[config.mk]
export PLATFORM = sky130hd
export DESIGN_NAME = sample_serializer
export DESIGN_NICKNAME = d
export VERILOG_FILES = /design/src/rtl/sample_serializer.sv
export SDC_FILE = /design/constraint.sdc
export NUM_CORES = 1
export LEC_CHECK = 0
export BUFFER_PORTS_ARGS = -buffer_cell sky130_fd_sc_hd__buf_2
export CORE_UTILIZATION = 25
export DETAILED_ROUTE_END_ITERATION = 12
export PLACE_DENSITY_LB_ADDON = 0.1
export SYNTH_ARGS = -nofsm -noshare
export SYNTH_HDL_FRONTEND = slang
export SYNTH_SLANG_ARGS = --single-unit
[constraint.sdc]
create_clock -name fx2_clk -period 7.3 [get_ports fx2_clk]
set_clock_uncertainty 0.2 [all_clocks]
set_input_delay 1.095 -clock fx2_clk [delete_from_list [all_inputs] [get_ports fx2_clk]]
set_output_delay 1.095 -clock fx2_clk [all_outputs]
set_load 0.02 [all_outputs]
[src/rtl/sample_serializer.sv]
// sample_serializer: buffers fixed-width timetag records in a small FIFO and
// serializes each one MSB-byte-first onto the sample/sample_rdy/sample_ack
// byte handshake. Records that arrive while the FIFO is full are dropped and
// counted in a saturating lost counter.
module sample_serializer #(
  parameter int unsigned REC_BYTES  = 6,
  parameter int unsigned DEPTH_LOG2 = 4
) (
  input  logic                    fx2_clk,
  input  logic                    reset_n,
  input  logic [8*REC_BYTES-1:0]  rec_in,
  input  logic                    rec_wr,
  output logic                    rec_full,
  output logic [DEPTH_LOG2:0]     rec_count,
  output logic [15:0]             lost_count,
  input  logic                    lost_clr,
  output logic [7:0]              sample,
  output logic                    sample_rdy,
  input  logic                    sample_ack
);

  localparam int unsigned REC_W    = 8 * REC_BYTES;
  localparam int unsigned DEPTH    = 2 ** DEPTH_LOG2;
  localparam int unsigned CNT_W    = DEPTH_LOG2 + 1;
  localparam int unsigned IDX_W    = (REC_BYTES > 1) ? $clog2(REC_BYTES) : 1;
  localparam int unsigned LAST_IDX = REC_BYTES - 1;

  typedef enum logic {
    S_EMPTY = 1'b0,
    S_BUSY  = 1'b1
  } state_t;

  state_t                  state;
  logic [REC_W-1:0]        mem [DEPTH];
  logic [DEPTH_LOG2-1:0]   wr_ptr;
  logic [DEPTH_LOG2-1:0]   rd_ptr;
  logic [REC_W-1:0]        out_shift;
  logic [IDX_W-1:0]        idx;

  logic                    wr_ok;
  logic                    drop;
  logic                    last_byte;
  logic                    pop;
  logic [CNT_W-1:0]        count_nxt;

  // Head byte of the output record; the record shifts left as bytes are acked.
  assign sample = out_shift[REC_W-1 -: 8];

  // Write acceptance, pop decision and next FIFO occupancy.
  always_comb begin
    wr_ok     = 1'b0;
    drop      = 1'b0;
    last_byte = 1'b0;
    pop       = 1'b0;
    count_nxt = rec_count;

    // Acceptance uses the registered full flag, so a same-cycle pop never frees a slot early.
    wr_ok     = rec_wr && !rec_full;
    drop      = rec_wr && rec_full;
    last_byte = (idx == IDX_W'(LAST_IDX));
    // Pops only read the registered count, so a record written this cycle waits one edge.
    pop       = (rec_count != '0) &&
                ((state == S_EMPTY) || (sample_ack && last_byte));

    unique case ({wr_ok, pop})
      2'b10:   count_nxt = rec_count + CNT_W'(1);
      2'b01:   count_nxt = rec_count - CNT_W'(1);
      default: count_nxt = rec_count;
    endcase
  end

  // Record storage; contents need no reset because the pointers define validity.
  always_ff @(posedge fx2_clk) begin
    if (reset_n && wr_ok) begin
      mem[wr_ptr] <= rec_in;
    end
  end

  // FIFO pointers, occupancy, full flag and saturating drop counter.
  always_ff @(posedge fx2_clk) begin
    if (!reset_n) begin
      wr_ptr     <= '0;
      rd_ptr     <= '0;
      rec_count  <= '0;
      rec_full   <= 1'b0;
      lost_count <= 16'h0000;
    end else begin
      if (wr_ok) begin
        wr_ptr <= wr_ptr + DEPTH_LOG2'(1);
      end
      if (pop) begin
        rd_ptr <= rd_ptr + DEPTH_LOG2'(1);
      end
      rec_count <= count_nxt;
      rec_full  <= (count_nxt == CNT_W'(DEPTH));
      if (lost_clr) begin
        lost_count <= drop ? 16'h0001 : 16'h0000;
      end else if (drop && (lost_count != 16'hFFFF)) begin
        lost_count <= lost_count + 16'h0001;
      end
    end
  end

  // Output FSM: loads records from the FIFO and steps through their bytes.
  always_ff @(posedge fx2_clk) begin
    if (!reset_n) begin
      state      <= S_EMPTY;
      sample_rdy <= 1'b0;
      idx        <= '0;
      out_shift  <= '0;
    end else begin
      unique case (state)
        S_EMPTY: begin
          if (pop) begin
            out_shift  <= mem[rd_ptr];
            idx        <= '0;
            sample_rdy <= 1'b1;
            state      <= S_BUSY;
          end
        end
        S_BUSY: begin
          if (sample_ack) begin
            if (!last_byte) begin
              idx       <= idx + IDX_W'(1);
              out_shift <= out_shift << 8;
            end else if (pop) begin
              out_shift <= mem[rd_ptr];
              idx       <= '0;
            end else begin
              idx        <= '0;
              sample_rdy <= 1'b0;
              state      <= S_EMPTY;
            end
          end
        end
        default: begin
          state      <= S_EMPTY;
          sample_rdy <= 1'b0;
        end
      endcase
    end
  end

endmodule

==> results of run 1 <==
## cells in the final DEF, fill, tap and decap left out, types with 3 or more instances in the layout
master	count
nor2_4	17
inv_1	4
clkinv_2	19
o221ai_1	40
buf_4	28
nand4_1	6
dfxtp_4	4
xor2_1	8
mux2i_1	12
dfxtp_1	83
a21oi_1	95
nor2_1	22
and3_1	3
xnor2_1	13
clkbuf_1	27
a211oi_1	9
nand3_1	10
nand3b_1	6
clkinv_1	15
buf_2	83
bufinv_16	6
ha_1	9
and2_1	9
a22oi_1	41
a31oi_1	7
o21ai_0	7
buf_12	3
clkbuf_8	9
diode_2	4
edfxtp_1	768
and4_1	4
nor2b_1	22
mux4_2	192
clkbuf_16	104
mux2_2	41
nand2_1	95
a22o_1	9
## layout make-up
class                           count  area [sq um]
Fill cell                       12750         91520
Tap cell                         1742          2180
Clock inverter                     49         452.9
Multi-Input combinational cell    703          7796
Inverter                            4         15.01
Antenna cell                        4         10.01
Timing Repair Buffer              114         685.7
Clock buffer                      140          2828
Sequential cell                   855         24820
## worst max-delay path, stage by stage
cell	delay (ns)
buf_2	0.11
and2b_1	0.28
a221oi_4	0.21
buf_4	0.56
ha_1	0.43
xor2_1	0.18
ha_1	0.19
nor2b_1	0.19
a31oi_1	0.11
o32ai_1	0.30
mux2i_1	0.26
and4_1	0.20
## worst min-delay path by stage
stage	endpoint	from
after floorplan	out_shift[7]	out_shift[7]
after global placement	out_shift[20]	out_shift[20]
after detailed placement	out_shift[20]	out_shift[20]
after CTS	out_shift[20]	out_shift[20]
after global routing	out_shift[14]	out_shift[14]
final	out_shift[20]	out_shift[20]
## metal layers
layer,up-vias,part of all wire,GRT usage
li1,7111,-,-
met1,8760,0.49,0.2054
met2,337,0.45,0.2109
met3,122,0.038,0.02605
met4,2,0.021,0.03700
met5,-,0.00014,0
## state kept, by name, summed over array words and instances, names as in the netlist, named ones only
register    cells
mem           768
out_shift      48
lost_count     16
rec_count       5
rd_ptr          4
wr_ptr          4
idx             3
rec_full        1
sample_rdy      1
state           1
## per-stage QoR
step	area, sq um	setup slack, ns	util	instances
2_1_floorplan	33030	2.782	-	1670
3_3_place_gp	35500	2.853	0.2724	3418
3_5_place_dp	35500	2.823	0.2724	3418
4_1_cts	38780	3.635	0.2976	3607
5_1_grt	38780	3.419	0.2976	3608
6_report	38790	3.643	0.2976	3611
## cells in the mapped netlist, types with 24 or more instances
master      n  area share
a21oi_1    95       0.014
o221ai_1   40       0.011
nor2b_1    24      0.0045
nand2_1    97       0.011
a22oi_1    41      0.0093
buf_2      27      0.0041
clkbuf_1   47      0.0053
mux4_2    192        0.13
dfxtp_1    87       0.053
edfxtp_1  768        0.70
nor2_1     39      0.0044
mux2_2     41       0.014
## power breakdown
| part | total [mW] | internal (mW) | leakage [nW] | switching [mW] |
|---|---|---|---|---|
| sequential | 5.74 | 5.53 | 7.63 | 0.214 |
| clock | 4.97 | 2.92 | 1.61 | 2.05 |
| combinational | 2.08 | 0.822 | 2.55 | 1.26 |
| total | 12.8 | 9.27 | 11.8 | 3.52 |
## cells by family (layout without fill, tap and decap cells)
family,after synthesis,after routing,share of synthesized area
AND/OR/NAND/NOR,210,210,0.02978
buffers and inverters,112,307,0.01777
flip-flops,855,855,0.7510
AO/OA/AOI/OAI,218,218,0.04391
XOR/XNOR,21,21,0.005569
multiplexers,245,245,0.1485
adder cells (fa/ha/maj),9,9,0.003410
other,0,4,0
==> summary.txt, run 1 <==
Fmax: 0.2734 GHz
Pre-antenna DRT Iters: 5
Max-cap violations: 0
Die width: 365.5 um
Min-Delay Path Class: reg2reg
Slew HR: 0.2536
# rows: 132
Worst setup path startpoint: sample_ack
Die H: 365.5 um
R2R Setup Slk: 3.72 ns
Post-Synthesis Cells: 1670
Ports: 84
Core area: 130300 sq um
Tot GR Track Use: 0.1399
Clk pin slew, worst setup/hold paths: 0.06 ns
CP endpoint: rec_full
WS Path Type: in2reg
Crit-path max FO: 46
Final Cycle Share: 0.5010
Syn Nets: 1732
Max Root-Sink Buffers: 3
Cell variety after synth: 48
Vias per cell: 4.523
Measured slew at the worst slew-check pin: 1.120 ns
Worst Path Arrival: 4.11 ns
Clock latency on the worst-skew pair: 0.72 ns
FF-to-FF End: rec_full
Final min period: 3.657 ns
Via Count: 16332
Crit. End Element: flop
Final hold slack: 0.2703 ns
Vias in the first global route: 16987
Nets@finish: 1841
Post-synth top flop: edfxtp_1
Routed WL per cell: 25.70 um
DRC: 0
TritonCTS clock tree: done
Share of layout cells above drive strength 1: 0.2810
RSZ-0062 raised after global routing: no
Endpoints failing setup: 0
Final Power: 12.78 mW
Final TNS setup: 0 ns
Leak: 11.79 nW
Clock Sinks: 855
I/O Buffers: 83
Final Slew Violations: 0
Synthesized flop and latch total: 855
Seq/Total Area, Yosys: 0.7510
GRT Residual Overflow: 0
Number of synthesized flops with an enable pin: 768
Placer congestion estimate: 0.7676
Initial antenna violation count: 5
Synthesis-to-finish area growth: 17.44%
# resized after CTS: 0
RR Startpoint: rec_count[2]
Num CTS Buffers: 101
Peak supply drop: 181.5 uV
Syn Area/Cell: 19.78 sq um
Routed wire length: 92810 um
# H-tree levels: 3
Antenna Nets Post-Route: 0
Pin count of the biggest net entering global routing: 98
Status: finished, final reports clean
Cell Area, Synth: 33030 sq um
Synth warn: 0
Clock root buffer master: clkbuf_16
Number of DRC markers in iteration 0: 1320
Total die area: 133600 sq um
Hold path depth: 2
Async S/R FF share, synth: 0
Cell depth of the worst flop-to-flop path: 11
PD cells: 329.6 nW/um^2
Hpwl dp: 54790 um
Number of setup buffers added after CTS: 0
CTS hold repair buffers: 0
CP required: 7.75 ns
Startpoint types: input port
Final hold vios: 0
Initial Util: 0.2534
Global-route wire length before repair: 131100 um
Note: power is estimated with default switching activity, not from simulation.
==> run 2: changes to the inputs <==
--- a/config.mk
+++ b/config.mk
@@ -5,6 +5,7 @@
 export SDC_FILE = /design/constraint.sdc
 export NUM_CORES = 1
 export LEC_CHECK = 0
+export ABC_AREA = 1
 export BUFFER_PORTS_ARGS = -buffer_cell sky130_fd_sc_hd__buf_2
 export CORE_UTILIZATION = 25
 export DETAILED_ROUTE_END_ITERATION = 12
==> constraint.sdc (replaced) <==
create_clock -name fx2_clk -period 3.81 [get_ports fx2_clk]
set_clock_uncertainty 0.2 [all_clocks]
set_input_delay 0.5715 -clock fx2_clk [delete_from_list [all_inputs] [get_ports fx2_clk]]
set_output_delay 0.5715 -clock fx2_clk [all_outputs]
set_load 0.02 [all_outputs]
==> summary.txt, run 2 <==
Post-Synthesis Cells: 3555 (+110%)
I/O Buffers: 83 (unchanged)
Nets@finish: 3678 (+100%)
Peak supply drop: 310.6 uV (+71%)
DRC: 0 (unchanged)
Initial Util: 0.2517 (-0.001709)
Cell Area, Synth: 36600 sq um (+11%)
WS Path Type: reg2reg
Syn Nets: 3617 (+110%)
Switch share: 0.3314 (+0.05641)
Clock power frac: 0.356 (-0.032)
Share of layout cells above drive strength 1: 0.08799 (-0.1930)
Synthesis-to-finish area growth: 16.12%
Synth top area share: 0.6301 (-0.06818)
Top reg by flops: mem
Seq/Total Area, Yosys: 0.6777 (-0.07333)
Syn Area/Cell: 10.30 sq um (-48%)
Initial antenna violation count: 4 (-1)
Routed wire length: 115800 um (+25%)
Post-synth top area cell: edfxtp_1
Placement Setup Slack: 0.7716 ns (-2.051 ns)
Regs by FF count: mem (768), out_shift (48), lost_count (16)
Number of synthesized flops with an enable pin: 768 (unchanged)
Number of setup buffers added after CTS: 0 (unchanged)
Multi-input logic area: 9224 sq um (+18%)
PD cells: 625.9 nW/um^2 (+90%)
Max reg flops: 768 (unchanged)
Sequential cell area: 24820 sq um (unchanged)
Fmax: 0.3672 GHz
Measured slew at the worst slew-check pin: 0.8874 ns (-0.2322 ns)
Vias in the first global route: 23785 (+40%)
# resized after CTS: 0 (unchanged)
RSZ-0062 raised after global routing: no
Clock Sinks: 855 (unchanged)
Endpoints failing setup: 0 (unchanged)
Final setup margin: 1.087 ns (-2.556 ns)
Final TNS setup: 0 ns (unchanged)
Via Count: 24299 (+49%)
Top Layer Used: met5
Tot GR Track Use: 0.1565 (+0.01654)
Routed length on met2: 56160 um (+35%)
TritonCTS clock tree: done
Leak: 16.61 nW (+41%)
Clk pin slew, worst setup/hold paths: 0.06 ns (about the same)
Status: finished, final reports clean
Worst Path Arrival: 3.17 ns (-0.94 ns)
Power share of the combinational group: 0.235 (+0.072)
Number of DRC markers in iteration 0: 1423 (+7.8%)
Clock root buffer master: clkbuf_16
Routed WL per cell: 20.60 um (-20%)
Cell variety after synth: 30 (-38%)
Placer congestion estimate: 0.7467 (-2.7%)
CTS hold repair buffers: 11 (+11)
Final Cycle Share: 0.7148
Min-Delay Path Class: in2reg
Internal power: 17.78 mW (+92%)
Final min period: 2.724 ns
CP required: 4.25 ns (-3.50 ns)
Clock latency on the worst-skew pair: 0.72 ns (about the same)
Core area: 145400 sq um (+12%)
Met1 WL: 53940 um (+18%)
Max-cap violations: 0 (unchanged)
Async S/R FF share, synth: 0 (unchanged)
Slew HR: 0.4084 (+0.1548)
Antenna Nets Post-Route: 0 (unchanged)
Commonest non-fill, non-tap cell in the layout: nand2_1
Met3 routed WL: 3582 um (+2.6%)
Synth warn: 0 (unchanged)
Top cells by area, synth: edfxtp_1, nand2_1, nand3_1
Global-route wire length before repair: 169900 um (+30%)
Synthesized flop and latch total: 855 (unchanged)
# rows: 140 (+6.1%)
Sequential power share: 0.409 (-0.040)
Final hold vios: 0 (unchanged)
Post-synth top flop: edfxtp_1
NetSw: 8.817 mW (+150%)
# H-tree levels: 3 (unchanged)
Crit. End Element: flop
Top-count cell post-synth: nand2_1
Pre-antenna DRT Iters: 5 (unchanged)
Num CTS Buffers: 103 (+2.0%)
Crit-path max FO: 6 (-87%)
Most frequent cells in the layout: nand2_1, edfxtp_1, nand3_1
Vias per cell: 4.322 (-4.4%)
Antenna diodes: 0 (-4)
Total die area: 147900 sq um (+11%)
Die width: 384.6 um (+5.2%)
Layout fillers: 15273 (+20%)
Max Root-Sink Buffers: 3 (unchanged)
Die H: 384.6 um (+5.2%)
GRT Residual Overflow: 0 (unchanged)
Hpwl dp: 60850 um (+11%)
Startpoint types: flop
Pin count of the biggest net entering global routing: 137 (+40%)
Final Slew Violations: 0 (unchanged)
Ports: 84 (unchanged)
Synth top cells by count: nand2_1, edfxtp_1, nand3_1
## run 2: cell count changes in the layout (fill, tap and decap cells not counted), sizes merged, moves of 121 or more
| cell | change |
|---|---|
| nand3 | +491 |
| inv | +399 |
| nor2 | +121 |
| nand2 | +1034 |
| o21ai | +141 |
| mux4 | -192 |
## run 2: through the flow
stage / utilization / total power, mW / cells / hold slack, ns / cell area, sq um
finish: 0.2923 / 26.60 / 5622 / 0.06172 / 42500
detailed placement: 0.2695 / 17.48 / 5417 / 0.2533 / 39180
global route: 0.2923 / 28.18 / 5622 / 0.02449 / 42500
global placement: 0.2695 / 17.48 / 5417 / 0.2374 / 39180
CTS: 0.2923 / 27.11 / 5622 / 0.0004480 / 42500
floorplan: - / 15.49 / 3555 / 0.2212 / 36600
## run 2: path summary, 6_finish.rpt
check	from	cells after the start	end	slack (ns)
setup reg to reg	rec_count[2]	15	rec_full	1.09
setup / recovery	rec_count[2]	15	rec_full	1.09
hold / removal	rec_in[25]	1	mem[8][25]	0.06
hold reg to reg	idx[1]	1	idx[1]	0.26
## run 2: power by group through the flow
| stage | logic [mW] | clock network (mW) | registers [mW] |
|---|---|---|---|
| floorplan | 4.54 | 0 | 11.0 |
| global placement | 6.40 | 0 | 11.1 |
| detailed placement | 6.40 | 0 | 11.1 |
| CTS | 6.44 | 9.79 | 10.9 |
| global route | 7.15 | 10.1 | 10.9 |
| finish | 6.26 | 9.46 | 10.9 |
## run 2: critical path, cell delays in order (launching register included)
cell and delay, ns:
dfxtp_1 0.46, inv_1 0.09, nand4_1 0.26, nand2_2 0.11, inv_2 0.10, ha_1 0.30, xor2_1 0.22, ha_1 0.17
inv_1 0.04, nand2_1 0.09, nand2_1 0.07, o21ai_0 0.21, nand3_1 0.09, nand2_1 0.06, nand3_1 0.08, nor2_1 0.10
## run 2: routing by layer
layer,global-route usage,vias to the layer above
met1,0.2090,11884
met4,0.03388,4
met2,0.2661,340
li1,-,11937
met5,0,-
met3,0.02394,134
## run 2: final cells by class
class,instances,share of cell area
Inverter,402,0.03601
Clock buffer,141,0.06710
Timing Repair Buffer,158,0.03103
Multi-Input combinational cell,2096,0.2170
Clock inverter,53,0.008391
Tap cell,1917,0.05644
Sequential cell,855,0.5840
## run 2: cell families (layout without fill, tap and decap cells)
logic type      after synthesis  after routing  share of synthesized area
simple gates               1809           1809                     0.2040
compound gates              268            268                    0.03907
mux                           1              1                  0.0002735
xor+xnor                      9              9                   0.002154
buf+inv                     604            754                    0.07377
flops                       855            855                     0.6777
fa+ha+maj                     9              9                   0.003077
==> run 3: changes to the inputs <==
==> constraint.sdc (replaced) <==
create_clock -name fx2_clk -period 2.6 [get_ports fx2_clk]
set_clock_uncertainty 0.2 [all_clocks]
set_input_delay 0.39 -clock fx2_clk [delete_from_list [all_inputs] [get_ports fx2_clk]]
set_output_delay 0.39 -clock fx2_clk [all_outputs]
set_load 0.02 [all_outputs]
==> summary.txt, run 3 (synthesized netlist as in run 2, its figures left out) <==
CP required: 3.04 ns (-1.21 ns)
Initial antenna violation count: 6 (+2)
Final Slew Violations: 0 (unchanged)
RR Startpoint: idx[1]
Routed WL per cell: 20.52 um (-0.39%)
Final min period: 2.369 ns (-0.3544 ns)
Most frequent cells in the layout: nand2_1, edfxtp_1, nand3_1
Core Util, Final: 0.3012 (+0.008925)
Initial Util: 0.2517 (unchanged)
Clock Sinks: 855 (unchanged)
Layout fillers: 15235 (-0.25%)
Endpoints failing setup: 0 (unchanged)
Core area: 145400 sq um (unchanged)
Worst Path Arrival: 2.81 ns (-0.36 ns)
Clk pin slew, worst setup/hold paths: 0.06 ns (about the same)
Crit-path max FO: 3 (-3)
Slowest stage delay, CP: 0.31 ns (-0.15 ns)
Ports: 84 (unchanged)
Hpwl dp: 65090 um (+7.0%)
Fmax: 0.4221 GHz (+15%)
Num CTS Buffers: 105 (+1.9%)
Number of DRC markers in iteration 0: 1601 (+13%)
Vias in the first global route: 24464 (+2.9%)
Cell breakdown of the critical path: inv_1 > nand3_1 > nand2_1 > inv_2 > nor2_4 > nand2_2 > inv_2 > ha_2 > xor2_2 > ha_1 > inv_1 > nand2_1 > buf_4 > inv_1 > nand2_1 > nand3_1 > o21ai_0 > nor2_1 > nand3_1 > nor2_1
Slew HR: 0.5166 (+0.1082)
CP top delay family: simple AND/OR/NAND/NOR gates
Vias per cell: 4.339 (+0.40%)
DRC: 0 (unchanged)
Leak: 17.17 nW (+3.4%)
Max Root-Sink Buffers: 3 (unchanged)
Startpoint types: flop
Number of setup buffers added after CTS: 0 (unchanged)
Share of layout cells above drive strength 1: 0.09847 (+0.01048)
R2R Setup Slk: 0.23 ns (-0.86 ns)
Routed wire length: 117300 um (+1.3%)
Max reg flops: 768 (unchanged)
Placer congestion estimate: 0.7437 (-0.40%)
Status: finished, final reports clean
PD cells: 910.5 nW/um^2 (+45%)
Min-Delay Path Class: reg2reg
Worst path slowest cell: dfxtp_1
Final hold vios: 0 (unchanged)
WS Path Type: reg2reg
Die width: 384.6 um (unchanged)
Peak supply drop: 484.3 uV (+56%)
Multi-input logic area: 9229 sq um (about the same)
Clock root buffer master: clkbuf_16
Clock latency on the worst-skew pair: 0.72 ns (about the same)
Max-cap violations: 0 (unchanged)
Antenna Nets Post-Route: 0 (unchanged)
CP Buf/Inv Count: 6 (+3)
I/O Buffers: 83 (unchanged)
Hold endpoint: idx[1]
Synthesis-to-finish area growth: 19.66%
Total die area: 147900 sq um (unchanged)
GRT Residual Overflow: 0 (unchanged)
Tot GR Track Use: 0.1596 (+0.003120)
Pin count of the biggest net entering global routing: 92 (-33%)
Hold path depth: 1 (unchanged)
Commonest non-fill, non-tap cell in the layout: nand2_1
Pre-antenna DRT Iters: 7 (+2)
Final Cycle Share: 0.9112 (+0.1964)
Measured slew at the worst slew-check pin: 0.7250 ns (-0.1623 ns)
TritonCTS clock tree: done
Sequential cell area: 24820 sq um (about the same)
Crit. End Element: flop
Cell depth of the worst flop-to-flop path: 20 (+5)
Hold path start: idx[1]
Nets@finish: 3779 (+2.7%)
FF-to-FF End: rec_full
Final hold slack: 0.2527 ns (+0.1909 ns)
# H-tree levels: 3 (unchanged)
Regs by FF count: mem (768), out_shift (48), lost_count (16)
Global-route wire length before repair: 173300 um (+2.0%)
Die H: 384.6 um (unchanged)
RSZ-0062 raised after global routing: yes
Top reg by flops: mem
# rows: 140 (unchanged)
Via Count: 24804 (+2.1%)
==> run 3: cell types whose count changed in the layout (fill, tap and decap cells not counted), moves of 2 or more <==
cell / delta
clkinv_1: +6
clkbuf_8: -10
clkinv_2: -10
buf_4: +24
buf_12: +33
bufinv_16: +4
clkinvlp_4: +2
clkbuf_16: +3
dlygate4sd3_1: +40
==> run 3: worst max-delay path by stage <==
stage,start,endpoint,slack [ns],cells after the start
after floorplan,rec_wr,mem[11][0],-0.15,4
after global placement,sample_ack,rec_full,0.02,18
after detailed placement,sample_ack,out_shift[3],-0.02,9
after CTS,sample_ack,out_shift[3],0.08,10
after global routing,idx[1],rec_full,-0.05,20
final,idx[1],rec_full,0.23,20
==> run 3: layout make-up <==
type,count,area share
sequential,855,0.5667
multi-input combinational,2096,0.2107
clock buffer,135,0.06377
timing repair buffer,257,0.05899
tap,1917,0.05477
inverter,402,0.03494
clock inverter,53,0.01003
antenna,1,0.00005714
==> run 3: per-layer routing <==
| metal | vias to the layer above | global-route usage | share of wire |
|---|---|---|---|
| met5 | - | 0 | 0.00023 |
| met4 | 4 | 0.04417 | 0.026 |
| met3 | 164 | 0.02597 | 0.033 |
| met2 | 341 | 0.2617 | 0.47 |
| met1 | 12136 | 0.2166 | 0.47 |
| li1 | 12159 | - | - |
==> run 3: repair_timing <==
item,CTS,global route
endpoints found under the hold margin,788,0
hold buffers,52,0
gates resized for setup,0,6
endpoints found under the setup margin,0,10
==> run 3: power by group <==
part           total, mW  internal (mW)  switching [mW]
logic               9.92           3.15            6.77
registers           15.9           15.5           0.377
clock network       14.1           8.13            5.94
==> run 3: worst register-to-register path, delay by kind of cell, from the launching register on <==
kind | cells | cell delay, ns
AO/OA/AOI/OAI | 1 | 0.11
XOR/XNOR | 1 | 0.07
buffers and inverters | 6 | 0.42
adder cells (fa/ha/maj) | 2 | 0.36
AND/OR/NAND/NOR | 10 | 0.84
flip-flops | 1 | 0.31
==> run 3: per-stage QoR <==
stage	setup slack, ns	area (sq um)	TNS (ns)	std cells	total power, mW
2_1_floorplan	-0.1545	36640	-101.28	3555	22.70
3_3_place_gp	0.02342	40020	0	5475	26.27
3_5_place_dp	-0.01982	40020	-0.04061	5475	26.23
4_1_cts	0.07831	43780	0	5715	40.60
5_1_grt	-0.05209	43800	-0.05209	5716	42.22
6_report	0.2309	43800	0	5716	39.88
